===== src/rtl/fpadd_sched.sv =====
// Round-robin scheduler sharing one external FP32 adder between two requesters.
// Operands are registered, held for ADD_LAT cycles, and the captured sum is returned to its owner.
module fpadd_sched #(
    parameter int unsigned ADD_LAT = 1
) (
    input  logic        clk,
    input  logic        rst,
    input  logic        req0_valid,
    output logic        req0_ready,
    input  logic [31:0] req0_a,
    input  logic [31:0] req0_b,
    output logic        rsp0_valid,
    input  logic        rsp0_ready,
    output logic [31:0] rsp0_res,
    input  logic        req1_valid,
    output logic        req1_ready,
    input  logic [31:0] req1_a,
    input  logic [31:0] req1_b,
    output logic        rsp1_valid,
    input  logic        rsp1_ready,
    output logic [31:0] rsp1_res,
    output logic [31:0] add_a,
    output logic [31:0] add_b,
    input  logic [31:0] add_res,
    output logic        busy,
    output logic        owner
);

    typedef enum logic [1:0] {IDLE, CALC, RESP} state_t;

    localparam logic [3:0] CNT_INIT = 4'(ADD_LAT - 1);

    state_t      state;
    state_t      state_nxt;
    logic        rr;
    logic        owner_q;
    logic [3:0]  cnt;
    logic [31:0] op_a;
    logic [31:0] op_b;
    logic [31:0] res_q;
    logic        grant;
    logic        accept;
    logic        rsp_take;

    // A lone requester wins outright; rr only breaks ties.
    always_comb begin
        grant = rr;
        if (req0_valid && !req1_valid)
            grant = 1'b0;
        else if (req1_valid && !req0_valid)
            grant = 1'b1;
    end

    assign accept   = (state == IDLE) && !rst && (grant ? req1_valid : req0_valid);
    assign rsp_take = (state == RESP) && (owner_q ? rsp1_ready : rsp0_ready);

    // NOTE: sequential state uses non-blocking assignments so every register samples pre-edge values.
    always_ff @(posedge clk) begin
        if (rst)
            state <= IDLE;
        else
            state <= state_nxt;
    end

    always_comb begin
        state_nxt = state;
        case (state)
            IDLE:    if (accept)       state_nxt = CALC;
            CALC:    if (cnt == 4'd0)  state_nxt = RESP;
            RESP:    if (rsp_take)     state_nxt = IDLE;
            default:                   state_nxt = IDLE;
        endcase
    end

    // add_res is captured only on the last CALC edge, so earlier adder glitches never reach res_q.
    always_ff @(posedge clk) begin
        if (rst) begin
            rr      <= 1'b0;
            owner_q <= 1'b0;
            cnt     <= 4'd0;
            op_a    <= 32'd0;
            op_b    <= 32'd0;
            res_q   <= 32'd0;
        end else if (accept) begin
            op_a    <= grant ? req1_a : req0_a;
            op_b    <= grant ? req1_b : req0_b;
            owner_q <= grant;
            rr      <= ~grant;
            cnt     <= CNT_INIT;
        end else if (state == CALC) begin
            if (cnt == 4'd0)
                res_q <= add_res;
            else
                cnt <= cnt - 4'd1;
        end
    end

    // NOTE: every output is given a default first, so no path through this block can infer a latch.
    always_comb begin
        req0_ready = 1'b0;
        req1_ready = 1'b0;
        rsp0_valid = 1'b0;
        rsp1_valid = 1'b0;
        rsp0_res   = 32'd0;
        rsp1_res   = 32'd0;
        add_a      = 32'd0;
        add_b      = 32'd0;
        busy       = 1'b0;
        owner      = 1'b0;
        if (!rst) begin
            req0_ready = (state == IDLE) && !grant;
            req1_ready = (state == IDLE) && grant;
            rsp0_valid = (state == RESP) && !owner_q;
            rsp1_valid = (state == RESP) && owner_q;
            rsp0_res   = res_q;
            rsp1_res   = res_q;
            add_a      = op_a;
            add_b      = op_b;
            busy       = (state != IDLE);
            owner      = owner_q;
        end
    end

endmodule

===== config.mk =====
export PLATFORM = sky130hd
export DESIGN_NAME = fpadd_sched
export DESIGN_NICKNAME = d
export VERILOG_FILES = /design/src/rtl/fpadd_sched.sv
export SDC_FILE = /design/constraint.sdc
export NUM_CORES = 1
export LEC_CHECK = 0
export CAP_MARGIN = 15
export CORE_ASPECT_RATIO = 1.1
export CORE_MARGIN = 4
export CORE_UTILIZATION = 39
export DETAILED_ROUTE_END_ITERATION = 8
export HOLD_SLACK_MARGIN = 0.05
export PLACE_DENSITY = 0.82
export SYNTH_ARGS = -nofsm -noshare
export SYNTH_HDL_FRONTEND = slang
export SYNTH_SLANG_ARGS = --single-unit

===== constraint.sdc =====
create_clock -name clk -period 3 [get_ports clk]
set_clock_uncertainty 0.15 [all_clocks]
set_input_delay 0.75 -clock clk [delete_from_list [all_inputs] [get_ports clk]]
set_output_delay 0.75 -clock clk [all_outputs]
set_load 0.02 [all_outputs]

Word-level counts from Yosys, hierarchy flattened. Cells that the tools add are included. Widths: inputs -> output; s select.

Register bits: 104. Input port bits: 166. Output and inout bits: 134.

Add/sub/neg operators: 1. Equal/unequal tests: 5. Multiplexer cells: 19. Bitwise logic cells: 3. Reduce and logical (&&, ||, !) cells: 21.

Operators with widths (count): $mux 32 (5); $mux 1 (10); $logic_and 1x1->1 (9); $mux 2 (3); $ne 2x2->1 const B (3); $pmux 2 s3 (1); $reduce_and 3->1 (2); $logic_not 1->1 (5); $logic_not 4->1 (1); $sub 4x1->4 const B (1); $not 1->1 (3); $eq 2x1->1 const B (1); $eq 2x2->1 const B (1); $logic_not 2->1 (1); $reduce_and 2->1 (1); $reduce_bool 2->1 (1); $reduce_or 2->1 (1).

Longest topological paths before layout.
Depth in word-level cells: 8. Depth in mapped cells: 7.

Worst setup path before layout. OpenSTA, ideal clock, no wires.

Kind: input to output. Start: in rst. End: out rsp0_valid. Arrival time: 2.251 ns. Data required time: 2.100 ns. Slack: -0.151 ns. Stages on the path: 5. Path through: buf_2 > clkbuf_1 > buf_1 > clkbuf_1 > nor4b_1.

Word-level cells in the longest chain between the ends: 1.

Ends and longest elaborated chain: start, declared (RTL line 7) `input logic rst,`; $mux 1 (RTL line 110) `if (!rst) begin`; end, declared (RTL line 12) `output logic rsp0_valid,`.

Every way passes these cells.

Worst setup path in the final report.
Start: in rst. End: out rsp1_res[22].

Word-level cells in the longest chain between the ends: 1.

Ends and longest elaborated chain: $mux 32 (RTL line 110); end, declared (RTL line 21) `output logic [31:0] rsp1_res,`.

Every way passes these cells.

==> qor.txt <==
status = finished, final reports clean
top cells by area, synth = dfxtp_1, nor2b_1, a221o_1
P&R area growth vs syn = 65.1%
layout cell share with drive strength beyond 1 = 0.0826
asr flop ratio synth = 0
Synth cell types = 34
gr ovfl total = 0
Ports = 300
post-synthesis register bit count = 104
post-route ant nets = 0
Worst EP required = 2100 ps
post-synthesis sequential area ratio = 0.396
Synth Warn # = 0
fin crit share = 0.986
Final Hold Fails = 0
final net count = 1,009
setup repair after global routing missed its margin = false
CTS H-tree depth = 3
DP Wirelength = 13.3 mm
Max Clock Freq = 338 MHz
Post-synth top cells = nor2b_1, dfxtp_1, nand2_1
Post-synth EDFFs = 0
Post-synth top flop = dfxtp_1
Finished Core Util = 0.657
Total Power = 3930 uW
wire per inst = 17.7 um
critical path arrival = 2060 ps
post-place instance area = 8260 um2
Post-Syn Area = 5260 um2
gr usage total = 0.219
initial antenna violation count = 0
Yosys top cell area share = 0.396
CP Class = in -> out
Max FO, Critical Path = 35
Max-Cap Viols = 0
Initial Util = 0.398
Num CTS Buffers = 9
Slew Limit Fails = 0
Lkg Pwr = 0.00396 uW
FILL cells = 1,044
worst vdd ir = 0.256 mV
final setup violation count = 0
vias in the first global route = 5,484
clk slew on worst S/H paths = 60 ps
Worst-Margin Slew = 742 ps
CTS root buffer = clkbuf_16
Die Y = 130 um
max_slew headroom = 0.505
Via density = 5.25
clock sinks = 104
TritonCTS clock tree = built
Final Critical Period = 2960 ps
global-route wire length before repair = 27.4 mm
Buffers on Ports = 299
ant diodes = 0
CTS max path bufs = 2
DIE AREA = 15,400 um2
Vias = 5,291
Skew-Pair Late Insertion Delay = 330 ps
# DRC = 0
Detailed Route Iter0 Violations = 198
Startpoint Class = input pin
row cnt = 44
RD Place Congestion = 0.827
Pwr per Cell Area = 453 nW/um2
type of the tightest min-delay check = reg -> reg
top-count cell post-synth = nor2b_1
cell count after synthesis = 589
Synth area leader = dfxtp_1
first drt pass iteration count = 4
mean area per synthesized cell = 8.92 um2
largest net degree at the start of global routing = 69
minimum hold slack = 332 ps
fin area = 8680 um2
CP endpoint kind = output port
syn nets = 756
Total Wirelength = 17.9 mm
Core Region = 13,200 um2
Die X = 119 um
Post-CTS Setup Inserts = 0
-- cell usage in the layout, fill, tap and decap left out, drive strengths merged, types with 3 or more instances in the layout --
cell type,n
clkdlybuf4s50,258
nor2b,132
dfxtp,104
nand2,65
nor3,64
a221o,64
dlymetal6s2s,37
mux2,33
buf,32
clkbuf,16
inv,5
a21oi,5
nor2,4
o21ai,4
a21o,3
-- flip-flops by register name (all words and copies together) (netlist names) --
signal / cells
state: 2
res_q: 32
rr: 1
op_a: 32
op_b: 32
owner_q: 1
cnt: 4
-- worst paths after layout --
kind	slack, ps	cells after the start	start	to
worst min-delay path	330	1	op_b[21]$_SDFFE_PP0P_	op_b[21]$_SDFFE_PP0P_
worst max register to register	870	5	state[1]$_SDFFE_PP0P_	op_a[20]$_SDFFE_PP0P_
worst max-delay path	40	5	rst	rsp1_res[22]
worst min register to register	330	1	op_b[21]$_SDFFE_PP0P_	op_b[21]$_SDFFE_PP0P_
-- final cells by class --
cell class | instances | area [um2] | share of cell area
multi-input cells | 393 | 2690 | 0.310
well taps | 161 | 201 | 0.0232
repair buffers | 329 | 3360 | 0.387
inverters | 5 | 18.8 | 0.00216
clock inverters | 2 | 60.1 | 0.00692
flip-flops and latches | 104 | 2080 | 0.240
clock buffers | 14 | 274 | 0.0316
-- per-stage QoR --
| step | setup TNS (ps) | std cells | worst slack (ps) |
|---|---|---|---|
| 2_1_floorplan | 0 | 589 | 83.3 |
| 3_3_place_gp | -456 | 992 | -248 |
| 3_5_place_dp | -505 | 992 | -275 |
| 4_1_cts | 0 | 1008 | 5.70 |
| 5_1_grt | 0 | 1008 | 1.76 |
| 6_report | 0 | 1008 | 42.9 |
-- worst max-delay path, stage by stage --
cell             delay (ps)
buf_4                   130
buf_12                  160
buf_4                   160
nor2b_1                 180
clkdlybuf4s50_1         640
-- layer usage --
layer | track usage | part of all wire | up-vias
met1 | 0.235 | 0.38 | 2467
met5 | 0 | 0 | -
met3 | 0.0689 | 0.092 | 36
li1 | - | - | 2527
met4 | 0.0900 | 0.029 | 0
met2 | 0.400 | 0.50 | 261
-- power breakdown --
part | total (uW) | switching [uW] | internal, uW | leakage, uW
Combinational | 1070 | 494 | 578 | 0.00294
Sequential | 1570 | 52.5 | 1520 | 0.000855
Clock | 1290 | 488 | 801 | 0.000163
-- cell families after synthesis --
family,after synthesis,synth area share
AND/OR/NAND/NOR,278,0.288
buffers and inverters,92,0.0990
multiplexers,33,0.0707
AO/OA/AOI/OAI,80,0.142
adder cells (fa/ha/maj),2,0.00428
flip-flops,104,0.396
-- what timing repair did --
item	CTS	global route
hold buffers	0	0
resized for setup	3	40
setup endpoints to repair	2	44
(Power assumes the default switching activity.)
